`src/rtl/store_merge_rmw_pkg.sv`:
```
// Shared definitions for the store-merge read-modify-write unit.
// Holds store-size encodings, FSM state codes and a width helper.
// Imported by the top level and the lane merge sub-module.
package store_merge_rmw_pkg;

  // Store size encodings carried on req_size.
  localparam logic [1:0] SZ_WORD = 2'b00;
  localparam logic [1:0] SZ_HALF = 2'b01;
  localparam logic [1:0] SZ_BYTE = 2'b10;
  localparam logic [1:0] SZ_RSVD = 2'b11;

  // FSM state codes.
  localparam logic [2:0] ST_IDLE  = 3'd0;
  localparam logic [2:0] ST_READ  = 3'd1;
  localparam logic [2:0] ST_WAIT  = 3'd2;
  localparam logic [2:0] ST_WRITE = 3'd3;
  localparam logic [2:0] ST_ERR   = 3'd4;

  // Ceiling log2; returns 0 for v <= 1.
  function automatic int clog2(input int v);
    int r;
    r = 0;
    for (int i = 0; i < 31; i++) begin
      if ((1 << i) < v) r = i + 1;
    end
    return r;
  endfunction

endpackage

```
`src/rtl/store_merge_rmw_lane_merge.sv`:
```
// Byte-lane merge: inserts store data into the lanes selected by size/offset.
// Latency: purely combinational.
// Backpressure: none; caller decides when the result is captured.
module store_merge_rmw_lane_merge
  import store_merge_rmw_pkg::*;
#(
  parameter int DATA_W = 32,
  parameter int OFF_W  = clog2(DATA_W / 8)
) (
  input  logic [DATA_W-1:0] rdata_i,
  input  logic [DATA_W-1:0] data_i,
  input  logic [1:0]        size_i,
  input  logic [OFF_W-1:0]  off_i,
  output logic [DATA_W-1:0] merged_o
);

  localparam int NBYTES = DATA_W / 8;

  logic [OFF_W:0] off_hi;

  assign off_hi = {1'b0, off_i} + 1'b1;

  // Start from the memory word and overwrite only the lanes the store covers;
  // the halfword's low byte lands in lane off (little-endian).
  always_comb begin
    merged_o = rdata_i;
    if (size_i == SZ_WORD) begin
      merged_o = data_i;
    end else begin
      for (int i = 0; i < NBYTES; i++) begin
        if ((size_i == SZ_BYTE || size_i == SZ_HALF) && off_i == OFF_W'(i))
          merged_o[i*8 +: 8] = data_i[7:0];
        if (size_i == SZ_HALF && off_hi == (OFF_W+1)'(i))
          merged_o[i*8 +: 8] = data_i[15:8];
      end
    end
  end

endmodule

```
`src/rtl/store_merge_rmw.sv`:
```
// Store unit: full-word stores written directly, sub-word stores via read-modify-write.
// Latency: word store done at T+1, sub-word done at T+2+MEM_LAT, reject err at T+1.
// Backpressure: req_ready only in IDLE; one request in flight, no queue.
module store_merge_rmw
  import store_merge_rmw_pkg::*;
#(
  parameter int DATA_W  = 32,
  parameter int ADDR_W  = 32,
  parameter int MEM_LAT = 1
) (
  input  logic              clk,
  input  logic              reset,
  input  logic              req_valid,
  output logic              req_ready,
  input  logic [1:0]        req_size,
  input  logic [ADDR_W-1:0] req_addr,
  input  logic [DATA_W-1:0] req_data,
  output logic [ADDR_W-1:0] mem_addr,
  output logic              mem_rd,
  input  logic [DATA_W-1:0] mem_rdata,
  output logic              mem_wr,
  output logic [DATA_W-1:0] mem_wdata,
  output logic              done,
  output logic              err
);

  localparam int NBYTES = DATA_W / 8;
  localparam int OFF_W  = clog2(NBYTES);
  localparam int CNT_W  = clog2(MEM_LAT) + 1;

  logic [2:0]        state_q, state_d;
  logic [1:0]        size_q, size_d;
  logic [OFF_W-1:0]  off_q, off_d;
  logic [DATA_W-1:0] data_q, data_d;
  logic [CNT_W-1:0]  cnt_q, cnt_d;
  logic [ADDR_W-1:0] mem_addr_q, mem_addr_d;
  logic [DATA_W-1:0] mem_wdata_q, mem_wdata_d;
  logic              mem_rd_q, mem_rd_d;
  logic              mem_wr_q, mem_wr_d;
  logic              done_q, done_d;
  logic              err_q, err_d;

  logic [OFF_W-1:0]  req_off;
  logic              req_legal;
  logic [DATA_W-1:0] merged;

  assign req_off = req_addr[OFF_W-1:0];

  // Alignment rules: word needs off 0, halfword an even off, byte anything.
  always_comb begin
    req_legal = 1'b0;
    case (req_size)
      SZ_WORD: req_legal = (req_off == '0);
      SZ_HALF: req_legal = ~req_off[0];
      SZ_BYTE: req_legal = 1'b1;
      default: req_legal = 1'b0;
    endcase
  end

  // Merge against the live read data; captured only on the last WAIT cycle.
  store_merge_rmw_lane_merge #(
    .DATA_W (DATA_W),
    .OFF_W  (OFF_W)
  ) u_lane_merge (
    .rdata_i  (mem_rdata),
    .data_i   (data_q),
    .size_i   (size_q),
    .off_i    (off_q),
    .merged_o (merged)
  );

  // Next-state and registered-output decode; strobes default low each cycle.
  always_comb begin
    state_d     = state_q;
    size_d      = size_q;
    off_d       = off_q;
    data_d      = data_q;
    cnt_d       = cnt_q;
    mem_addr_d  = mem_addr_q;
    mem_wdata_d = mem_wdata_q;
    mem_rd_d    = 1'b0;
    mem_wr_d    = 1'b0;
    done_d      = 1'b0;
    err_d       = 1'b0;
    case (state_q)
      ST_IDLE: begin
        if (req_valid) begin
          size_d = req_size;
          off_d  = req_off;
          data_d = req_data;
          if (!req_legal) begin
            state_d = ST_ERR;
            err_d   = 1'b1;
          end else begin
            mem_addr_d = {req_addr[ADDR_W-1:OFF_W], {OFF_W{1'b0}}};
            if (req_size == SZ_WORD) begin
              state_d     = ST_WRITE;
              mem_wr_d    = 1'b1;
              done_d      = 1'b1;
              mem_wdata_d = req_data;
            end else begin
              state_d  = ST_READ;
              mem_rd_d = 1'b1;
            end
          end
        end
      end
      ST_READ: begin
        state_d = ST_WAIT;
        cnt_d   = CNT_W'(MEM_LAT - 1);
      end
      ST_WAIT: begin
        if (cnt_q == '0) begin
          state_d     = ST_WRITE;
          mem_wr_d    = 1'b1;
          done_d      = 1'b1;
          mem_wdata_d = merged;
        end else begin
          cnt_d = cnt_q - 1'b1;
        end
      end
      ST_WRITE: state_d = ST_IDLE;
      ST_ERR:   state_d = ST_IDLE;
      default:  state_d = ST_IDLE;
    endcase
  end

  // State and output registers; reset aborts any operation and drops strobes at once.
  always_ff @(posedge clk or posedge reset) begin
    if (reset) begin
      state_q     <= ST_IDLE;
      size_q      <= SZ_WORD;
      off_q       <= '0;
      data_q      <= '0;
      cnt_q       <= '0;
      mem_addr_q  <= '0;
      mem_wdata_q <= '0;
      mem_rd_q    <= 1'b0;
      mem_wr_q    <= 1'b0;
      done_q      <= 1'b0;
      err_q       <= 1'b0;
    end else begin
      state_q     <= state_d;
      size_q      <= size_d;
      off_q       <= off_d;
      data_q      <= data_d;
      cnt_q       <= cnt_d;
      mem_addr_q  <= mem_addr_d;
      mem_wdata_q <= mem_wdata_d;
      mem_rd_q    <= mem_rd_d;
      mem_wr_q    <= mem_wr_d;
      done_q      <= done_d;
      err_q       <= err_d;
    end
  end

  assign req_ready = (state_q == ST_IDLE);
  assign mem_addr  = mem_addr_q;
  assign mem_wdata = mem_wdata_q;
  assign mem_rd    = mem_rd_q;
  assign mem_wr    = mem_wr_q;
  assign done      = done_q;
  assign err       = err_q;

endmodule

```
`config.mk`:
```
export PLATFORM = sky130hd
export DESIGN_NAME = store_merge_rmw
export DESIGN_NICKNAME = d
export VERILOG_FILES = /design/src/rtl/store_merge_rmw_pkg.sv /design/src/rtl/store_merge_rmw_lane_merge.sv /design/src/rtl/store_merge_rmw.sv
export SDC_FILE = /design/constraint.sdc
export NUM_CORES = 1
export LEC_CHECK = 0
export BUFFER_PORTS_ARGS = -buffer_cell sky130_fd_sc_hd__buf_4
export CAP_MARGIN = 10
export CORE_ASPECT_RATIO = 1.75
export CORE_MARGIN = 2
export CORE_UTILIZATION = 36
export DETAILED_ROUTE_END_ITERATION = 8
export HOLD_SLACK_MARGIN = 0.05
export REMOVE_ABC_BUFFERS = 1
export SETUP_SLACK_MARGIN = 0.5
export SLEW_MARGIN = 20
export SYNTH_ARGS = -nofsm -noshare
export SYNTH_HDL_FRONTEND = slang
export SYNTH_SLANG_ARGS = --single-unit
```
`constraint.sdc`:
```
create_clock -name clk -period 3.85 [get_ports clk]
set_clock_uncertainty 0.1 [all_clocks]
set_input_delay 0.385 -clock clk [delete_from_list [all_inputs] [get_ports clk]]
set_output_delay 0.385 -clock clk [all_outputs]
set_load 0.02 [all_outputs]
```
==> results summary <==
The maximum clock frequency is ~0.4 GHz. The delay of the slowest cell on the worst path came out at 700 ps. The transition time at the pin with the least slew margin came out at about 1100 ps. The via count of the first global-routing pass is approximately 4,800. The total power consumption of the routed design came out at roughly 6.6 mW.

The latest clock arrival within the worst-skew pair is about 350 ps. In this run, synthesis inferred 0 flip-flops with an integrated enable. Summed over all cells, the static leakage comes to 3.30 nW. The die span in y is 168 um. The number of flip-flops and latches in the synthesized netlist is roughly 100. The number of routed nets with antenna violations is 0.

The setup violation total in the final timing report is 0. Of the synthesized area, sequential elements account for a little under half. The routability congestion estimate is roughly 0.85. The worst vdd rail ir drop is 373 uV.

Routed signal wires occupy layers up through met4. TritonCTS built the clock tree. The largest total area in the synthesized netlist belongs to sky130_fd_sc_hd__dfrtp_1. The detailed router finished its first iteration with ~350 violations. Port buffering added between 150 and 200 buffers. In this run the mean area of a mapped cell was approximately 11 sq um.

The final critical-path setup slack came out at around 1400 ps. The worst pin sits at a relative slew slack of 27.9%. The max-capacitance violation count is 0. The total number of nets in the final design came out at 740. The worst hold path belongs to the class in2async. The quantity of hold-fixing buffers added after cts is 0. Once the floorplan was initialized, standard cells occupied roughly 36% of the core. The synthesized design devotes to its leading area cell type 46.9% of total area. The signed area change from the synthesized netlist to the final layout came out at 28.7%. The number of antenna diodes in the final layout is 0. For this run, the detailed router's first-pass iteration total came to 6. The cell area after placement is just under 7000 sq um.

After clock tree synthesis, the clock-pin slew on the worst setup and hold paths is 80 ps. The sum of overflow across all layers after global routing is 0. The count of unresolved DRC violations after routing is 0. The number of max-slew violations in the final report is 0. The worst hold slack came out at about 80 ps. Yosys printed 0 warnings. The tree is rooted in a sky130_fd_sc_hd__clkbuf_16. The number of cells on the worst reg-to-reg path is 6. The run finished with clean final reports.

The floorplan has 60 rows. OpenSTA, run right after detailed placement, puts the worst setup slack at 1430 ps. The final design instance area without fill came out at between 7000 and 8000 sq um. Of all nets on the critical path, the largest fanout is 20. The total clock buffers created by CTS came out at 9.

The routed metal-1 wire length is 5620 um. Setup repair after global routing left no endpoint under its margin. The initial antenna violation count is 0. For this run, asynchronously set or reset flops after synthesis account for 100%.

The worst path uses between 60 and 70% of the clock period. The number of buffers added for setup after CTS is 0. The first global-routing pass estimated approximately 26,000 um of wire. Dividing total power by cell area gives a power density of slightly above 900 nW/um^2.

The overall die area is 16,500 sq um. The critical path in this run is classified as reg2reg. The layout cell share with drive strength beyond 1 is approximately 44%. Counting along the longest clock path gives a buffer depth of 2. For the finished layout, the period the worst path requires is 2480 ps. In this run the horizontal extent of the chip is about 100 um. The worst-path cell with the longest stage delay is sky130_fd_sc_hd__ha_1. The routed wire length came out at ~16,000 um. Ranked by instance count, the synthesized netlist is headed by sky130_fd_sc_hd__dfrtp_1 (104), sky130_fd_sc_hd__nor2_1 (45), sky130_fd_sc_hd__mux2_2 (34). The average vias per placed instance came out at between 5 and 6.

The filler cell count in the final layout is between 1,000 and 1,500. The type of element launching the critical path is a flop. The count of cells resized by post-cts repair came out at 0. The maximum number of pins on one net before global-route repair is 90. The met3 routed wirelength is around 1000 um.

The number of top-level pins is between 150 and 200. In the final routed layout, each cell accounts on average for ~20 um. The sequential cell area is 2600 sq um. The summed negative setup slack over all endpoints is 0 ps. The number of distinct standard cells referenced by the synthesized netlist came out at between 40 and 50. The cell count after synthesis is around 500. The global-route total usage across every layer is 19.8%. The data required time of the critical path is approximately 4000 ps.

The region available for standard cell placement spans 15,200 sq um. Detailed routing inserted a total of between 4,000 and 5,000 vias. Summed over all nets, wire length on met2 after detailed routing comes to 8900 um. The CTS sink count is approximately 100. STA classifies the critical path endpoint as a flop. Summing every instance area after synthesis gives 5550 sq um. The most used flip-flop cell after synthesis is sky130_fd_sc_hd__dfrtp_1. Sorting the synthesized cells by area gives the leading types as sky130_fd_sc_hd__dfrtp_1 (47%), sky130_fd_sc_hd__mux2_4 (7.8%), sky130_fd_sc_hd__mux2_2 (6.9%), sky130_fd_sc_hd__o211ai_1 (3.2%), sky130_fd_sc_hd__nor2_1 (3.0%). The multi-input combinational cells in the finished layout cover a total of 2630 sq um. The total half-perimeter wirelength after legalization and detailed placement came out at roughly 12,000 um. The total count of hold-check failures in the final report was 0. In this run the number of H-tree levels came out at 3. The critical path arrival is around 2700 ps. The signal on the critical path passes through inv_1 > ha_1 > and3b_1 > a222oi_1 > o311a_1 > a211oi_2. The most common cell in the synthesized netlist is sky130_fd_sc_hd__dfrtp_1.
[report_power, final]
part | switching, mW | internal, mW
Sequential | 0.514 | 1.65
Clock | 0.450 | 0.521
Combinational | 1.91 | 1.61
[cell families after synthesis]
family,after synthesis,share of synthesized area [%]
adders and majority gates,2,0.451
buffers and inverters,60,5.88
muxes,63,14.7
DFF,104,46.9
and+or+nand+nor,108,10.3
AOI/OAI and AO/OA,159,21.7
other,1,0.0676
[layout make-up]
type	instances	area share, %
Inverter	14	0.841
Sequential cell	104	36.4
Clock buffer	9	3.15
Clock inverter	7	1.24
Timing Repair Buffer	174	18.3
Tap cell	186	3.26
Multi-Input combinational cell	334	36.8
[critical path, delay by kind of cell, from the launching register on]
kind | cells | cell delay, ps
flip-flops | 1 | 360
adder cells (fa/ha/maj) | 1 | 700
AO/OA/AOI/OAI | 3 | 710
AND/OR/NAND/NOR | 1 | 460
buffers and inverters | 1 | 60
[through the flow]
step                std cells  utilization (%)
finish                    828             46.9
global route              828             46.9
CTS                       828             46.8
detailed placement        812             44.8
global placement          812             44.8
floorplan                 452                -
[state kept, by name, summed over array words and instances (netlist names)]
| register | cells |
|---|---|
| data_q | 32 |
| done | 1 |
| err | 1 |
| mem_addr | 30 |
| mem_rd | 1 |
| mem_wdata | 32 |
| off_q | 2 |
| size_q | 2 |
| state_q | 3 |
[metal layers]
layer / global-route usage, % / vias up
li1: - / 2118
met1: 21.8 / 2244
met2: 35.5 / 188
met3: 4.69 / 36
met4: 9.36 / 0
met5: 0 / -
[worst paths after layout]
kind	start	slack, ps	end
setup / recovery	size_q[0]	1370	mem_wdata[18]
hold / removal	reset	80	data_q[26]
setup reg to reg	size_q[0]	1370	mem_wdata[18]
hold reg to reg	mem_wdata[2]	410	mem_wdata[2]
max in group asynchronous	reset	2790	data_q[2]
min in group clk	req_data[15]	150	data_q[15]
[cell usage in the layout, fill, tap and decap left out, drive strengths merged, types with 9 or more instances in the layout]
cell type	n
a211oi	25
nand3b	10
nor3b	10
buf	174
mux2	63
o21ai	19
a21oi	33
nand2	30
dfrtp	104
o211ai	24
clkbuf	9
a21o	9
nor2	46
inv	16
(Power assumes the default switching activity.)
